`config.mk`:
```
export PLATFORM = sky130hd
export DESIGN_NAME = serial_add_ctrl_flat
export DESIGN_NICKNAME = d
export VERILOG_FILES = /design/src/rtl/serial_add_ctrl_if.sv /design/src/rtl/serial_add_ctrl.sv /design/src/flat_wrapper.sv
export SDC_FILE = /design/constraint.sdc
export NUM_CORES = 1
export LEC_CHECK = 0
export CAP_MARGIN = 10
export CORE_AREA = 5 5 71 73
export DETAILED_ROUTE_END_ITERATION = 12
export DIE_AREA = 0 0 76 78
export SYNTH_ARGS = -nofsm -noshare
export SYNTH_HDL_FRONTEND = slang
export SYNTH_SLANG_ARGS = --single-unit
```
`constraint.sdc`:
```
create_clock -name clk -period 1.5 [get_ports clk]
set_input_delay 0.225 -clock clk [delete_from_list [all_inputs] [get_ports clk]]
set_output_delay 0.225 -clock clk [all_outputs]
set_load 0.005 [all_outputs]
```
`src/rtl/serial_add_ctrl_if.sv`:
```
// Request/result bundle for the bit-serial adder controller.
// The master drives the operands and the start request; the slave returns
// status and the registered result.
interface serial_add_ctrl_if #(
  parameter int WIDTH = 8
);
  logic             start;
  logic [WIDTH-1:0] a;
  logic [WIDTH-1:0] b;
  logic             cin;
  logic             busy;
  logic             done;
  logic [WIDTH-1:0] sum;
  logic             carry;

  modport master (
    output start, a, b, cin,
    input  busy, done, sum, carry
  );

  modport slave (
    input  start, a, b, cin,
    output busy, done, sum, carry
  );
endinterface

```
`src/rtl/serial_add_ctrl.sv`:
```
// Bit-serial adder controller: one full-adder cell, one bit per clock, LSB
// first. Operands are captured on an accepted start, the carry lives in a
// flip-flop between bit-steps, and completion is flagged by a one-cycle done.

// One-bit full adder; purely combinational.
module fa_ha (
  input  logic a_i,
  input  logic b_i,
  input  logic c_i,
  output logic s_o,
  output logic co_o
);
  assign s_o  = a_i ^ b_i ^ c_i;
  assign co_o = (a_i & b_i) | (a_i & c_i) | (b_i & c_i);
endmodule

module serial_add_ctrl #(
  parameter int WIDTH = 8
) (
  input  logic              clk,
  input  logic              rst,
  serial_add_ctrl_if.slave  bus
);
  localparam int CW = $clog2(WIDTH + 1);
  localparam logic [CW-1:0] LAST_BIT = CW'(WIDTH - 1);

  localparam logic [1:0] S_IDLE = 2'd0;
  localparam logic [1:0] S_RUN  = 2'd1;
  localparam logic [1:0] S_DONE = 2'd2;

  logic [1:0]       state_q, state_d;
  logic [WIDTH-1:0] sa_q, sa_d;
  logic [WIDTH-1:0] sb_q, sb_d;
  logic [WIDTH-1:0] acc_q, acc_d;
  logic [WIDTH-1:0] sum_q, sum_d;
  logic [CW-1:0]    cnt_q, cnt_d;
  logic             cy_q, cy_d;
  logic             carry_q, carry_d;
  logic             done_q, done_d;

  // Full-adder cell fed only from register outputs.
  logic fa_s, fa_co;
  fa_ha u_fa (
    .a_i  (sa_q[0]),
    .b_i  (sb_q[0]),
    .c_i  (cy_q),
    .s_o  (fa_s),
    .co_o (fa_co)
  );

  // New sum bit enters at the MSB; after WIDTH steps bit 0 sits at the LSB.
  // The widened shift keeps the expression legal for WIDTH == 1.
  logic [WIDTH-1:0] acc_shifted;
  assign acc_shifted = WIDTH'({fa_s, acc_q} >> 1);

  // Next-state logic for the controller and datapath.
  always_comb begin
    state_d = state_q;
    sa_d    = sa_q;
    sb_d    = sb_q;
    acc_d   = acc_q;
    sum_d   = sum_q;
    cnt_d   = cnt_q;
    cy_d    = cy_q;
    carry_d = carry_q;
    done_d  = 1'b0;
    case (state_q)
      S_IDLE: begin
        if (bus.start) begin
          sa_d    = bus.a;
          sb_d    = bus.b;
          cy_d    = bus.cin;
          cnt_d   = '0;
          state_d = S_RUN;
        end
      end
      S_RUN: begin
        acc_d = acc_shifted;
        sa_d  = sa_q >> 1;
        sb_d  = sb_q >> 1;
        cy_d  = fa_co;
        cnt_d = cnt_q + CW'(1);
        if (cnt_q == LAST_BIT) begin
          // Final bit: publish the result on the same edge it is formed.
          sum_d   = acc_shifted;
          carry_d = fa_co;
          done_d  = 1'b1;
          state_d = S_DONE;
        end
      end
      S_DONE: begin
        state_d = S_IDLE;
      end
      default: begin
        state_d = S_IDLE;
      end
    endcase
  end

  // State registers; reset abandons any operation in flight.
  always_ff @(posedge clk or posedge rst) begin
    if (rst) begin
      state_q <= S_IDLE;
      sa_q    <= '0;
      sb_q    <= '0;
      acc_q   <= '0;
      sum_q   <= '0;
      cnt_q   <= '0;
      cy_q    <= 1'b0;
      carry_q <= 1'b0;
      done_q  <= 1'b0;
    end else begin
      state_q <= state_d;
      sa_q    <= sa_d;
      sb_q    <= sb_d;
      acc_q   <= acc_d;
      sum_q   <= sum_d;
      cnt_q   <= cnt_d;
      cy_q    <= cy_d;
      carry_q <= carry_d;
      done_q  <= done_d;
    end
  end

  assign bus.busy  = (state_q == S_RUN);
  assign bus.done  = done_q;
  assign bus.sum   = sum_q;
  assign bus.carry = carry_q;
endmodule

```
`src/flat_wrapper.sv`:
```
// flat-port wrapper written by rule: the top's interface ports become plain ports
module serial_add_ctrl_flat 
#(
  parameter int WIDTH = 8
)
  (clk, rst, bus_start, bus_a, bus_b, bus_cin, bus_busy, bus_done, bus_sum, bus_carry);
  serial_add_ctrl_if #(.WIDTH(WIDTH)) bus_i ();
  input  logic clk;
  input  logic rst;
  input wire logic [$bits(bus_i.start)-1:0] bus_start;
  input wire logic [$bits(bus_i.a)-1:0] bus_a;
  input wire logic [$bits(bus_i.b)-1:0] bus_b;
  input wire logic [$bits(bus_i.cin)-1:0] bus_cin;
  output wire logic [$bits(bus_i.busy)-1:0] bus_busy;
  output wire logic [$bits(bus_i.done)-1:0] bus_done;
  output wire logic [$bits(bus_i.sum)-1:0] bus_sum;
  output wire logic [$bits(bus_i.carry)-1:0] bus_carry;
  assign bus_i.start = bus_start;
  assign bus_i.a = bus_a;
  assign bus_i.b = bus_b;
  assign bus_i.cin = bus_cin;
  assign bus_busy = bus_i.busy;
  assign bus_done = bus_i.done;
  assign bus_sum = bus_i.sum;
  assign bus_carry = bus_i.carry;
  serial_add_ctrl #(.WIDTH(WIDTH)) u_core (.clk(clk), .rst(rst), .bus(bus_i));
endmodule
```
==> metrics.yaml, run 1 <==
sta:
  finalSetupViolCount: 0
  skew_ps: 5.28
  drv_slew: 0
  hold_viol_final: 0
  fin_crit_sh_pct: 99.3
  clock.fmax_ghz: 0.671
  fin_crit_ps: 1490
  rsz0062_at_grt: "yes"
  tightestPinTransition_ps: 225
  maxSlewHeadroom_pct: 85.0
clock_network:
  cts_hold_buf: 0
  cts_tree: "done"
  clk_path_buf_depth: 2
  clkTransAtPathRegs_ps: 70
  cts-root-buf: "clkbuf_8"
  cts-htree-levels: 2
  cts_sinks: 40
  clk_latency_ps: 290
  numCtsBuffers: 5
setup_path:
  cpPeakStageDelay_ps: 400
  crit_path_max_fanout: 5
  cp.arrival_ps: 1660
  slowest_stage: "dfrtp_1"
  critPathLaunchType: "flop"
  cp.required_ps: 1670
  crit_chain: "ha_4, nand2_4, nor3b_4, buf_6, mux2_4"
  worst-path-buf-inv: 1
  critPathTopFamily: "flip-flops"
  end_kind: "flop"
  critical_path_class: "flop to flop"
routing:
  dr.pass1.iters: 4
  viasPerCell: 5.13
  drt-total-wl_mm: 3.42
  drc_errors: 0
  vias: 1195
  postRouteAntennaNets: 0
  first_iter_violations: 42
  wire_per_inst_um: 14.7
global_routing:
  grt_use_total_pct: 11.7
  grt_pass1_wl_mm: 5.64
  grt-ovfl-total: 0
  antenna_found_initial: 0
  grt_pass1_vias: 1188
  grt_max_degree: 41
floorplan:
  coreArea_um2: 4290
  ios: 31
  start_util_pct: 39.0
  die_x_um: 76
  rows: 24
  die-area_um2: 5930
  die_h_um: 78
run:
  cap_viol_max_count: 0
power:
  vdd_drop_max_mv: 0.671
  power_density_nw_per_um2: 1800
  static-leakage-power_nw: 1.01
  power_mw: 4.11
synth:
  async_reset_ff_share_pct: 100
  syn_area_per_cell_um2: 12.4
  yosysSeqAreaShare_pct: 59.8
  synth_edf_count: 0
  synth_cell_types: 25
  synth_cells: 135
  ys_seq_elements: 40
  yosysWarnings: 0
  synth-main-ff-cell: "dfrtp_1"
  syn_nets: 157
  syn_area_um2: 1670
final_layout:
  antennaDiodeCount: 0
  mostFrequentLayoutCells: "dfrtp_1, clkdlybuf4s50_1, nand2_1, o21ai_0, a22oi_1"
  design_area_um2: 2290
  layout.nets: 202
  layout-drive-gt1-share_pct: 24.9
  num-fill-cells: 375
  layout_commonest_cell: "dfrtp_1"
  synthToLayoutAreaGrowth_pct: 36.7
placed_design:
  port_buffers: 30
  dpl.hpwl_mm: 2.25
  place_congestion: 0.773
  dpl-instance-area_um2: 2080
hold_path:
  hold_class: "input port to asynchronous set/reset pin"
outcome:
  status: "finished, final reports clean"
-- kinds of logic after synthesis --
logic type / Yosys count / synth area share, %
compound gates: 38 / 14.6
fa+ha+maj: 2 / 1.94
buf+inv: 11 / 3.51
flops: 40 / 59.8
mux: 18 / 12.1
simple gates: 26 / 8.00
-- final timing paths --
path,endpoint,depth (start not counted),slack [ps],from
worst max-delay path,u_core.bus.sum[0],5,10,u_core.cnt_q[1]
worst min-delay path,u_core.bus.done,3,290,rst
worst max register to register,u_core.bus.sum[0],5,10,u_core.cnt_q[1]
worst min register to register,u_core.sa_q[3],2,490,u_core.sa_q[3]
max in group asynchronous,u_core.sa_q[3],3,1000,rst
min in group clk,u_core.sa_q[3],2,490,u_core.sa_q[3]
-- tightest hold or removal path, cell delays in order --
cell             delay [ps]
clkdlybuf4s50_1         400
inv_1                    90
buf_12                  230
-- cell type report --
type                    instances  area [um2]  share of cell area (%)
clock buffers                   8        90.1                    3.94
flip-flops and latches         40        1000                    43.7
repair buffers                 47         450                    19.7
inverters                       2        7.51                   0.328
multi-input cells              84         674                    29.5
well taps                      52        65.1                    2.84
-- per-layer routing --
metal  global-route usage, %  vias to the layer above  part of all wire [%]
li1                        -                      572                     -
met2                    18.1                       36                    47
met1                    15.1                      581                    47
met5                       0                        -                     0
met3                    3.59                        6                   5.3
met4                    4.80                        0                   1.3
-- stage by stage --
stage | util [%] | setup slack, ps | hold WS [ps] | TNS, ps | std cells
global route | 53.3 | -55.2 | 340 | -324 | 233
floorplan | - | 99.1 | 358 | 0 | 135
CTS | 50.8 | 5.72 | 313 | 0 | 228
detailed placement | 48.5 | 17.7 | 472 | 0 | 219
finish | 53.3 | 10.1 | 293 | 0 | 233
global placement | 48.5 | 38.7 | 467 | 0 | 219
-- registers in the layout (all words and copies together), names as in the netlist --
signal / count
u_core.bus.sum: 8
u_core.cnt_q: 4
u_core.bus.carry: 1
u_core.state_q: 2
u_core.acc_q: 7
u_core.cy_q: 1
u_core.bus.done: 1
u_core.sb_q: 8
u_core.sa_q: 8
-- power breakdown --
group	internal (mW)	switching, mW
clock network	0.375	0.349
logic	1.01	0.594
registers	1.50	0.293
total	2.88	1.24
-- cells in the mapped netlist, drive strengths merged (2+ instances only) --
| cell type | number | share of area, % |
|---|---|---|
| clkbuf | 2 | 0.45 |
| a22o | 4 | 2.1 |
| nor2b | 3 | 1.6 |
| a21oi | 3 | 0.90 |
| buf | 7 | 2.6 |
| o21ai | 15 | 4.5 |
| nor3b | 2 | 1.2 |
| a22oi | 14 | 6.3 |
| mux2 | 18 | 12 |
| dfrtp | 40 | 60 |
| nand2 | 16 | 3.6 |
| inv | 2 | 0.45 |
| nor2 | 2 | 0.45 |
-- timing repair --
item	CTS	global route
resized for setup	2	17
gates cloned	0	1
pin swaps	0	2
buffers inserted	1	4
setup endpoints to repair	1	9
No activity file was read; power rests on OpenSTA's default activity.
==> run 2: changes to the inputs <==
--- a/config.mk
+++ b/config.mk
@@ -9,6 +9,7 @@
 export CORE_AREA = 5 5 71 73
 export DETAILED_ROUTE_END_ITERATION = 12
 export DIE_AREA = 0 0 76 78
+export SLEW_MARGIN = 20
 export SYNTH_ARGS = -nofsm -noshare
 export SYNTH_HDL_FRONTEND = slang
 export SYNTH_SLANG_ARGS = --single-unit
==> results of run 2 <==
The final DEF is identical to that of run 1; final timing and power are the same.
==> run 3: changes to the inputs <==
--- a/config.mk
+++ b/config.mk
@@ -6,10 +6,11 @@
 export NUM_CORES = 1
 export LEC_CHECK = 0
 export CAP_MARGIN = 10
-export CORE_AREA = 5 5 71 73
+export CORE_AREA = 5 5 73 75
 export DETAILED_ROUTE_END_ITERATION = 12
-export DIE_AREA = 0 0 76 78
+export DIE_AREA = 0 0 78 80
 export SLEW_MARGIN = 20
 export SYNTH_ARGS = -nofsm -noshare
 export SYNTH_HDL_FRONTEND = slang
+export SYNTH_HIERARCHICAL = 1
 export SYNTH_SLANG_ARGS = --single-unit
==> run 3 against run 2 <==
Net effect: clock skew down 2.4 ps; power up 12%; worst setup slack better by 41 ps; via count up 15%; hold slack worse by 1.7 ps; first-iteration DRC count up 69%; critical endpoint is now u_core/bus.sum[0]; clock power up 32%; die area up 5.3%; final cell count up 14%; flip-flop and latch count unchanged.
==> metrics.yaml, run 3 <==
outcome:
  status: "finished, final reports clean"
final_layout:
  layout-drive-gt1-share_pct: 17.9
  layout.nets: 233
  mostFrequentLayoutCells: "dfrtp_1, nand2_1, clkdlybuf4s50_1"
  layout_commonest_cell: "dfrtp_1"
  synthToLayoutAreaGrowth_pct: 36.2
  design_area_um2: 2400
  stdcell_count: 266
  antennaDiodeCount: 0
  final_util_pct: 52.3
placed_design:
  dpl.hpwl_mm: 2.63
  place_ws_ps: -187
  port_buffers: 30
  place_congestion: 0.759
  dpl-instance-area_um2: 2190
  placed_cells: 256
synth:
  yosysMostFrequentCell: "dfrtp_1"
  synth_top_area_share_pct: 56.7
  synth_cell_types: 22
  synthTopCellsByArea: "dfrtp_1, nand2_1, mux2_2"
  syn_nets: 192
  ys_seq_elements: 40
  yosysSeqAreaShare_pct: 56.7
  syn_area_um2: 1760
  synth_cells: 170
  yosys.area.top_type: "dfrtp_1"
  async_reset_ff_share_pct: 100
  synth_edf_count: 0
  yosysWarnings: 6
  syn_area_per_cell_um2: 10.4
  synthTopCellsByCount: "dfrtp_1, nand2_1, a21oi_1, o21ai_0, and3b_1"
  synth-main-ff-cell: "dfrtp_1"
floorplan:
  rows: 25
  start_util_pct: 38.4
  die_h_um: 80
  coreArea_um2: 4600
  die_x_um: 78
  ios: 31
  die-area_um2: 6240
global_routing:
  use_met2_pct: 22.4
  antenna_found_initial: 0
  grtUsageMet3_pct: 4.18
  top_usage_layer: "met2"
  grt_use_total_pct: 13.1
  use_met1_pct: 15.5
  grt-ovfl-total: 0
  grt_pass1_vias: 1426
  grt_max_degree: 41
  grt_pass1_wl_mm: 6.49
setup_path:
  critical_path_class: "flop to flop"
  cp.required_ps: 1680
  crit_path_max_fanout: 5
  end_kind: "flop"
  critPathLaunchType: "flop"
  cp.arrival_ps: 1620
sta:
  fin_crit_sh_pct: 96.6
  skew_ps: 2.84
  finalSetupViolCount: 0
  maxSlewHeadroom_pct: 80.4
  tns_ps: 0
  tightestPinTransition_ps: 293
  hold_ws_ps: 292
  hold_viol_final: 0
  rsz0062_at_grt: "yes"
  fin_crit_ps: 1450
  drv_slew: 0
  clock.fmax_ghz: 0.690
  worst_slack_ps: 51.2
routing:
  postRouteAntennaNets: 0
  viasPerCell: 5.19
  wire_per_inst_um: 14.2
  vias: 1380
  drc_errors: 0
  drt-total-wl_mm: 3.79
  dr.pass1.iters: 4
  first_iter_violations: 71
clock_network:
  cts-root-buf: "clkbuf_8"
  cts_tree: "done"
  clk_latency_ps: 290
  clkTransAtPathRegs_ps: 80
  cts_hold_buf: 0
  cts-htree-levels: 2
  clk_path_buf_depth: 2
  numCtsBuffers: 5
  cts_sinks: 40
power:
  power_mw: 4.62
  static-leakage-power_nw: 1.13
  vdd_drop_max_mv: 0.689
  power_density_nw_per_um2: 1920
run:
  cap_viol_max_count: 0
hold_path:
  hold_class: "input port to asynchronous set/reset pin"
==> run 3: changes by cell type after synthesis, sizes merged, moves of 2 or more <==
| cell | change |
|---|---|
| o21ai | +3 |
| a22oi | -10 |
| nand2 | +21 |
| a21oi | +15 |
| buf | -3 |
| nor3 | +2 |
| mux2 | -8 |
| nor3b | -2 |
| a22o | -2 |
| and3b | +10 |
| nor2b | +4 |
| clkbuf | +4 |
==> run 3: worst max-delay path, stage by stage, from the launching register on <==
cell     delay, ps
dfrtp_1        430
ha_4           180
nand2_4         60
nor3_4         210
buf_6          160
mux2_4         300
==> run 3: logic make-up after synthesis <==
kind of cell,share of synthesized area (%)
buffers and inverters,2.84
and+or+nand+nor,18.4
adders and majority gates,1.84
AOI/OAI and AO/OA,13.8
muxes,6.38
DFF,56.7
==> run 3: routing by layer <==
layer / vias to the layer above / routed length, um
met3: 4 / 217
li1: 661 / -
met1: 680 / 1640
met5: - / 0
met4: 0 / 32
met2: 35 / 1900
==> run 3: worst paths after layout <==
path                            startpoint                 to  slack [ps]  depth (start not counted)
setup / recovery           u_core/cnt_q[0]  u_core/bus.sum[0]          50                          5
max in group asynchronous              rst    u_core/cnt_q[1]        1010                          3
min in group clk            u_core/sa_q[1]     u_core/sa_q[1]         480                          2
hold / removal                         rst    u_core/acc_q[6]         290                          3
setup reg to reg           u_core/cnt_q[0]  u_core/bus.sum[0]          50                          5
hold reg to reg             u_core/sa_q[1]     u_core/sa_q[1]         480                          2
==> run 3: final cells by class <==
cell class | instances | area (um2)
repair buffers | 44 | 424
multi-input cells | 118 | 777
well taps | 54 | 67.6
fillers | 394 | 2190
flip-flops and latches | 40 | 1000
clock inverters | 1 | 30.0
clock buffers | 7 | 96.3
inverters | 2 | 7.51
==> run 3: repair_timing <==
item,4_1_cts,5_1_grt
setup endpoints to repair,1,11
setup buffers,1,1
pin swaps,0,2
resized for setup,4,16
==> run 3: power breakdown <==
part / switching [mW] / internal (mW)
sequential: 0.321 / 1.51
clock: 0.371 / 0.587
combinational: 0.839 / 0.990
total: 1.53 / 3.09
